==> src/rtl/mux6_rr_capture.sv <==
// -----------------------------------------------------------------------------
// mux6_rr_capture
//
// Round-robin controller wrapped around an external 6-bit, 6-to-1 mux.
// It picks one of six requesting sources and drives the mux select.
// One cycle later it captures the mux output into a registered stage.
// The captured word is then offered on a valid/ready handshake.
//
// Ports
//   clk        : system clock, all state changes on the rising edge
//   reset      : synchronous, active-high reset
//   req[5:0]   : per-source request, bit i = source i has data on mux input i
//   y_in[5:0]  : mux output, follows sel combinationally
//   out_ready  : consumer accepts out_data when out_valid is also high
//   sel[2:0]   : registered mux select, only ever 0..5
//   grant[5:0] : one-hot acknowledge to the captured source, one-cycle pulse
//   out_data   : registered captured word
//   out_valid  : out_data holds a word not yet accepted
//
// Each transfer walks IDLE -> SELECT -> HOLD.
//   IDLE   : arbitrate among the requests and register sel.
//   SELECT : the mux has settled; capture y_in, raise out_valid and grant.
//   HOLD   : drop grant, then wait for out_ready.
// -----------------------------------------------------------------------------
module mux6_rr_capture (
   input  logic       clk,
   input  logic       reset,
   input  logic [5:0] req,
   input  logic [5:0] y_in,
   input  logic       out_ready,
   output logic [2:0] sel,
   output logic [5:0] grant,
   output logic [5:0] out_data,
   output logic       out_valid
);

   typedef enum logic [1:0] {
      ST_IDLE   = 2'd0,
      ST_SELECT = 2'd1,
      ST_HOLD   = 2'd2
   } state_t;

   state_t     r_state;
   logic [2:0] r_ptr;        // highest-priority source for the next arbitration
   logic [2:0] r_sel;
   logic [5:0] r_grant;
   logic [5:0] r_out_data;
   logic       r_out_valid;

   // Candidate source for each priority slot: slot 0 is r_ptr and slot 5 is
   // r_ptr-1. All arithmetic is mod 6, so select values 6 and 7 never appear.
   logic [2:0] w_cand [6];
   logic [5:0] w_req_rot;    // req reordered into priority order
   logic [2:0] w_pick;
   logic       w_any_req;
   logic [2:0] w_next_ptr;
   logic [5:0] w_grant_onehot;

   genvar gi;
   generate
      for (gi = 0; gi < 6; gi++) begin : g_cand
         logic [3:0] w_sum;
         assign w_sum         = {1'b0, r_ptr} + 4'(gi);
         assign w_cand[gi]    = (w_sum >= 4'd6) ? 3'(w_sum - 4'd6) : w_sum[2:0];
         assign w_req_rot[gi] = req[w_cand[gi]];
      end
   endgenerate

   // The scan runs from the last slot down to slot 0.
   // The lowest set slot is therefore the one that wins.
   always_comb begin
      w_pick = r_ptr;
      for (int j = 5; j >= 0; j--) begin
         if (w_req_rot[j]) begin
            w_pick = w_cand[j];
         end
      end
   end

   assign w_any_req      = |req;
   assign w_next_ptr     = (r_sel == 3'd5) ? 3'd0 : r_sel + 3'd1;
   assign w_grant_onehot = 6'b000001 << r_sel;

   always_ff @(posedge clk) begin
      if (reset) begin
         r_state     <= ST_IDLE;
         r_ptr       <= 3'd0;
         r_sel       <= 3'd0;
         r_grant     <= 6'd0;
         r_out_data  <= 6'd0;
         r_out_valid <= 1'b0;
      end else begin
         case (r_state)
            ST_IDLE: begin
               // req is only looked at here.
               // With no request, sel keeps its last value.
               if (w_any_req) begin
                  r_sel   <= w_pick;
                  r_state <= ST_SELECT;
               end
            end
            ST_SELECT: begin
               // Once sel is registered, the transfer is committed.
               // A request withdrawn now still gets captured.
               r_out_data  <= y_in;
               r_out_valid <= 1'b1;
               r_grant     <= w_grant_onehot;
               r_state     <= ST_HOLD;
            end
            ST_HOLD: begin
               r_grant <= 6'd0;
               if (out_ready) begin
                  r_out_valid <= 1'b0;
                  // The served source becomes lowest priority next time.
                  r_ptr       <= w_next_ptr;
                  r_state     <= ST_IDLE;
               end
            end
            default: begin
               r_state <= ST_IDLE;
            end
         endcase
      end
   end

   assign sel       = r_sel;
   assign grant     = r_grant;
   assign out_data  = r_out_data;
   assign out_valid = r_out_valid;

endmodule
==> config.mk <==
export PLATFORM = sky130hd
export DESIGN_NAME = mux6_rr_capture
export DESIGN_NICKNAME = d
export VERILOG_FILES = /design/src/rtl/mux6_rr_capture.sv
export SDC_FILE = /design/constraint.sdc
export NUM_CORES = 1
export LEC_CHECK = 0
export CORE_ASPECT_RATIO = 1.4
export CORE_MARGIN = 2
export CORE_UTILIZATION = 53
export CTS_CLUSTER_DIAMETER = 60
export DETAILED_ROUTE_END_ITERATION = 6
export PLACE_DENSITY = 0.88
export SYNTH_ARGS = -nofsm -noshare
export SYNTH_HDL_FRONTEND = slang
export SYNTH_SLANG_ARGS = --single-unit
==> constraint.sdc <==
create_clock -name clk -period 3.2 [get_ports clk]
set_input_delay 0.64 -clock clk [delete_from_list [all_inputs] [get_ports clk]]
set_output_delay 0.64 -clock clk [all_outputs]
set_load 0.01 [all_outputs]
==> results.sh, run 1 <==
export IMPL_status="complete, no violations"
export IMPL_total_power_mw=0.790
export IMPL_grt_pass1_wl_microns=7760
export IMPL_syn_area_per_cell_sq_um=8.01
export IMPL_wirelength_microns=4680
export IMPL_ctsHoldBuffers=0
export IMPL_post_route_min_period_ns=2.60
export IMPL_clock_sinks=21
export IMPL_drt_initial_drc_count=51
export IMPL_worstSkewPairLatency_ns=0.26
export IMPL_die_w_microns=52.8
export IMPL_ys_warn_count=0
export IMPL_syn_area_sq_mm=0.00177
export IMPL_routabilityCongestion=1.00
export IMPL_fin_skew_ns=0.0101
export IMPL_synth_main_ff_cell="dfxtp_1"
export IMPL_wire_per_inst_microns=16.0
export IMPL_grt_usage_pct=26.6
export IMPL_cts_clk_slew_worst_paths_ns=0.08
export IMPL_grt_max_degree=22
export IMPL_drive_above_1_share_pct=9.06
export IMPL_post_cts_buffers=0
export IMPL_dpl_cell_count=289
export IMPL_fin_util_pct=69.1
export IMPL_vias=1842
export IMPL_hold_path_class="reg -> reg"
export IMPL_yosysTopAreaCell="dfxtp_1"
export IMPL_cp_arrival_ns=2.77
export IMPL_syn_inst=221
export IMPL_nNetsFinal=282
export IMPL_numCtsBuffers=3
export IMPL_vias_per_cell=6.29
export IMPL_crit_fanout=7
export IMPL_die_area_sq_mm=0.00383
export IMPL_rsz0062_at_grt="false"
export IMPL_cp_data_required_time_ns=3.36
export IMPL_synth_top_area_share_pct=23.7
export IMPL_rows=24
export IMPL_yosys_top_cells_count="23 x nor2_1, 21 x dfxtp_1, 17 x a21oi_1"
export IMPL_fp_coreArea_sq_mm=0.00315
export IMPL_slew_viol_final=0
export IMPL_synth_area_leaders="dfxtp_1 24%, ha_1 8.5%, mux2i_1 6.2%"
export IMPL_root_buffer="clkbuf_8"
export IMPL_yosysMostFrequentCell="nor2_1"
export IMPL_power_density_mw_per_mm2=363
export IMPL_cts_tree="done"
export IMPL_synthArstFlopShare_pct=0
export IMPL_ys_ff_latch=21
export IMPL_critical_path_endpoint_type="register"
export IMPL_antenna_found_initial=0
export IMPL_grt_ovfl_total=0
export IMPL_hold_viol=0
export IMPL_p_leak_nw=0.809
export IMPL_tns_ns=0
export IMPL_crit_path_start_kind="register"
export IMPL_ctsResizeCount=0
export IMPL_io_pins=31
export IMPL_syn_nets=248
export IMPL_maxCapViolCount=0
export IMPL_finalNonFillerCells=293
export IMPL_max_freq_mhz=384
export IMPL_syn2layout_area_growth_pct=23.0
export IMPL_h_tree_depth=1
export IMPL_worst_slew_pin_transition_ns=0.614
export IMPL_diodes=0
export IMPL_clockBufferDepth=2
export IMPL_finalCritPeriodShare_pct=81.4
export IMPL_port_buffers=30
export IMPL_die_y_microns=72.4
export IMPL_grt_pass1_vias=1780
export IMPL_fillerInstances=271
export IMPL_initial_utilization_pct=56.2
export IMPL_remaining_drc_errors=0
export IMPL_ys_seq_area_share_pct=23.7
export IMPL_slew_headroom_pct=58.7
export IMPL_worstSetupPathType="reg -> reg"
export IMPL_synth_edf_count=0
export IMPL_hpwl_microns=3730
export IMPL_ir_drop_mv=0.220
export IMPL_first_pass_iters=5
export IMPL_fin_hold_ws_ns=0.468
export IMPL_setup_viol=0
export IMPL_postRouteAntennaNets=0
export IMPL_yosys_cell_types_count=55
==> cell usage in the layout, fill, tap and decap left out, types with 4 or more instances in the layout <==
cell type and n:
nor2_1 23, o21ai_0 5, a21oi_1 17, a211oi_1 4
buf_4 7, mux2_2 4, dfxtp_1 21, ha_1 12
nand2_1 14, nor3_1 8, nand2b_1 5, clkdlybuf4s50_1 30
and2_1 6, xnor2_1 6, nand3_1 7, nand4_1 5
mux2i_1 11, inv_1 10, a311oi_1 4
==> metrics by stage <==
step / worst slack [ns] / instance area, sq um
after detailed placement: 0.461 / 2130
after CTS: 0.611 / 2180
after floorplan: 0.606 / 1770
final: 0.596 / 2180
after global routing: 0.413 / 2180
after global placement: 0.507 / 2130
==> cell type report <==
type	instances	area, sq um	share of cell area [%]
Clock buffer	3	41.3	1.90
Clock inverter	1	5.00	0.230
Inverter	10	37.5	1.72
Multi-Input combinational cell	182	1270	58.4
Sequential cell	21	420	19.3
Tap cell	39	48.8	2.24
Timing Repair Buffer	37	353	16.2
==> routing by layer <==
layer | vias to the layer above | wire [microns] | share of wire [%] | GRT usage [%]
met1 | 854 | 1770 | 38 | 27.9
met3 | 22 | 232 | 5.0 | 3.70
met4 | 0 | 231 | 4.9 | 18.5
met5 | - | 0 | 0 | 0
li1 | 884 | - | - | -
met2 | 82 | 2440 | 52 | 47.1
==> logic make-up (layout without fill, tap and decap cells) <==
family | Yosys count | after routing | share of synthesized area [%]
compound gates | 60 | 60 | 24.5
xor+xnor | 8 | 8 | 3.96
fa+ha+maj | 12 | 12 | 8.48
buf+inv | 18 | 51 | 4.38
flops | 21 | 21 | 23.7
mux | 16 | 16 | 10.0
simple gates | 86 | 86 | 24.9
==> where the power goes <==
group / internal, mW / total [mW] / switching [mW]
registers: 0.285 / 0.306 / 0.0203
clock network: 0.0865 / 0.172 / 0.0850
logic: 0.147 / 0.313 / 0.166
==> worst max-delay path, stage by stage (launching register included) <==
cell and delay (ns):
dfxtp_1 0.42, inv_1 0.12, ha_1 0.28, a21oi_1 0.29, a21oi_1 0.21, o311ai_0 0.41
o211ai_1 0.20, a311oi_2 0.25, xnor2_1 0.09, a311oi_1 0.25
==> final timing paths <==
check / slack, ns / cells past startpoint / from / end
min: 0.47 / 2 / grant[5] / grant[5]
max: 0.60 / 9 / r_ptr[2] / sel[0]
max reg2reg: 0.60 / 9 / r_ptr[2] / sel[0]
min reg2reg: 0.47 / 2 / grant[5] / grant[5]
==> sequential cells by signal (all words and copies together) (netlist names) <==
signal and flops:
out_data 6, out_valid 1, sel 3, grant 6, r_ptr 3, r_state 2
(Power assumes the default switching activity.)
==> inputs of run 2 (changes only) <==
--- a/config.mk
+++ b/config.mk
@@ -7,10 +7,10 @@
 export LEC_CHECK = 0
 export CORE_ASPECT_RATIO = 1.4
 export CORE_MARGIN = 2
-export CORE_UTILIZATION = 53
+export CORE_UTILIZATION = 48
 export CTS_CLUSTER_DIAMETER = 60
 export DETAILED_ROUTE_END_ITERATION = 6
-export PLACE_DENSITY = 0.88
+export PLACE_DENSITY = 0.85
 export SYNTH_ARGS = -nofsm -noshare
 export SYNTH_HDL_FRONTEND = slang
 export SYNTH_SLANG_ARGS = --single-unit
==> constraint.sdc (replaced) <==
create_clock -name clk -period 2.35 [get_ports clk]
set_input_delay 0.47 -clock clk [delete_from_list [all_inputs] [get_ports clk]]
set_output_delay 0.47 -clock clk [all_outputs]
set_load 0.01 [all_outputs]
==> run 2 against run 1 <==
Sequential cell count unchanged. Clock-buffer cell count unchanged. Final cell count up 12%. Register-to-register slack worse by 0.58 ns. Maximum frequency up 12%. Critical path depth unchanged. Largest cell class unchanged.
==> results.sh, run 2 (synthesis gave the netlist of run 1 again) <==
export IMPL_grt_ovfl_total=0
export IMPL_layout_commonest_cell="buf_4"
export IMPL_remaining_drc_errors=0
export IMPL_cpPeakStageDelay_ns=0.53
export IMPL_cp_cell_sequence="inv_2 -> buf_4 -> ha_1 -> or4_4 -> a21oi_4 -> nor2_2 -> a311oi_2 -> xnor2_1 -> a311oi_1"
export IMPL_h_tree_depth=1
export IMPL_ir_drop_mv=0.410
export IMPL_finalCritPeriodShare_pct=99.3
export IMPL_worst_slew_pin_transition_ns=0.417
export IMPL_r2r_setup_slack_ns=0.02
export IMPL_clockBufferDepth=2
export IMPL_hold_path_class="reg -> reg"
export IMPL_cp_arrival_ns=2.50
export IMPL_fp_coreArea_sq_mm=0.00358
export IMPL_fin_skew_ns=0.00804
export IMPL_post_route_min_period_ns=2.33
export IMPL_io_pins=31
export IMPL_diodes=0
export IMPL_total_power_mw=1.14
export IMPL_wl_met1_microns=1880
export IMPL_tns_ns=0
export IMPL_cp_data_required_time_ns=2.52
export IMPL_rr_startpoint="r_ptr[1]"
export IMPL_highest_layer="met4"
export IMPL_rsz0062_at_grt="true"
export IMPL_p_leak_nw=0.977
export IMPL_dr_wl_met2_microns=2670
export IMPL_status="complete, no violations"
export IMPL_die_area_sq_mm=0.00420
export IMPL_crit_fanout=4
export IMPL_drive_above_1_share_pct=25.6
export IMPL_hpwl_microns=3970
export IMPL_hold_viol=0
export IMPL_fin_util_pct=70.6
export IMPL_root_buffer="clkbuf_8"
export IMPL_nNetsFinal=313
export IMPL_clock_sinks=21
export IMPL_vias=1961
export IMPL_rows=26
export IMPL_worstSkewPairLatency_ns=0.26
export IMPL_grt_max_degree=16
export IMPL_port_buffers=30
export IMPL_pre_cts_ws_ns=-0.199
export IMPL_reg2regPathDepth=9
export IMPL_place_area_sq_mm=0.00240
export IMPL_grt_usage_pct=24.3
export IMPL_drt_initial_drc_count=73
export IMPL_antenna_found_initial=0
export IMPL_crit_path_top_delay_cell="or4_4"
export IMPL_routabilityCongestion=1.05
export IMPL_wire_per_inst_microns=15.2
export IMPL_whs_endpoint="grant[5]"
export IMPL_wirelength_microns=4990
export IMPL_slew_headroom_pct=71.9
export IMPL_cts_clk_slew_worst_paths_ns=0.08
export IMPL_postRouteAntennaNets=0
export IMPL_numCtsBuffers=3
export IMPL_power_density_mw_per_mm2=450
export IMPL_ctsHoldBuffers=0
export IMPL_first_pass_iters=4
export IMPL_die_w_microns=55.3
export IMPL_hold_start="grant[5]"
export IMPL_initial_utilization_pct=49.5
export IMPL_syn2layout_area_growth_pct=42.7
export IMPL_grt_pass1_wl_microns=8160
export IMPL_worstSetupPathType="reg -> reg"
export IMPL_die_y_microns=75.9
export IMPL_wl_met3_microns=199
export IMPL_min_path_cells=2
export IMPL_slew_viol_final=0
export IMPL_cts_tree="done"
export IMPL_fillerInstances=314
export IMPL_crit_path_start_kind="register"
export IMPL_final_area_sq_mm=0.00253
export IMPL_worst_slack_ns=0.0156
export IMPL_critical_path_endpoint_type="register"
export IMPL_final_cell_mix="37 x buf_4, 30 x clkdlybuf4s50_1, 23 x nor2_1"
export IMPL_setup_viol=0
export IMPL_vias_per_cell=6.00
export IMPL_max_freq_mhz=428
export IMPL_maxCapViolCount=0
export IMPL_r2r_end="sel[0]"
export IMPL_grt_pass1_vias=1862
export IMPL_post_cts_buffers=0
run 2: cell type report:
type | instances | area (sq um) | area share [%]
Sequential cell | 21 | 429 | 17.0
Clock buffer | 3 | 41.3 | 1.63
Clock inverter | 1 | 5.00 | 0.198
Timing Repair Buffer | 68 | 589 | 23.3
Inverter | 10 | 37.5 | 1.49
Multi-Input combinational cell | 182 | 1370 | 54.3
Tap cell | 42 | 52.6 | 2.08
run 2: timing repair:
| action | in CTS | in global routing |
|---|---|---|
| gates resized for setup | 3 | 14 |
| pin swaps | 0 | 3 |
| endpoints found under the setup margin | 3 | 3 |
run 2: worst max-delay path: cells and delay by family (launching register included):
kind            cells  cell delay, ns
simple gates        2            0.60
fa+ha+maj           1            0.19
xor+xnor            1            0.09
flops               1            0.37
buf+inv             2            0.24
compound gates      3            0.74
run 2: where the power goes:
group	leakage (nW)	switching, mW	internal, mW
Combinational	0.777	0.240	0.246
Sequential	0.174	0.0301	0.387
Clock	0.0255	0.115	0.118
Total	0.977	0.385	0.751
run 2: worst max path at each step:
| stage | endpoint | slack (ns) | startpoint |
|---|---|---|---|
| after floorplan | sel[0] | 0.005 | r_ptr[0] |
| after global placement | sel[0] | -0.12 | req[1] |
| after detailed placement | sel[1] | -0.20 | req[1] |
| after CTS | sel[0] | 0.003 | r_ptr[1] |
| after global routing | sel[0] | -0.12 | r_ptr[1] |
| final | sel[0] | 0.02 | r_ptr[1] |
run 2: stage by stage:
step / cells / hold slack (ns)
5_1_grt: 327 / 0.477
2_1_floorplan: 221 / 0.476
3_3_place_gp: 323 / 0.439
6_report: 327 / 0.458
3_5_place_dp: 323 / 0.447
4_1_cts: 327 / 0.459
run 2: layer usage:
layer  up-vias  GRT usage, %
li1        951             -
met1       925          24.3
met2        64          50.4
met3        21          2.72
met4         0          11.1
met5         -             0
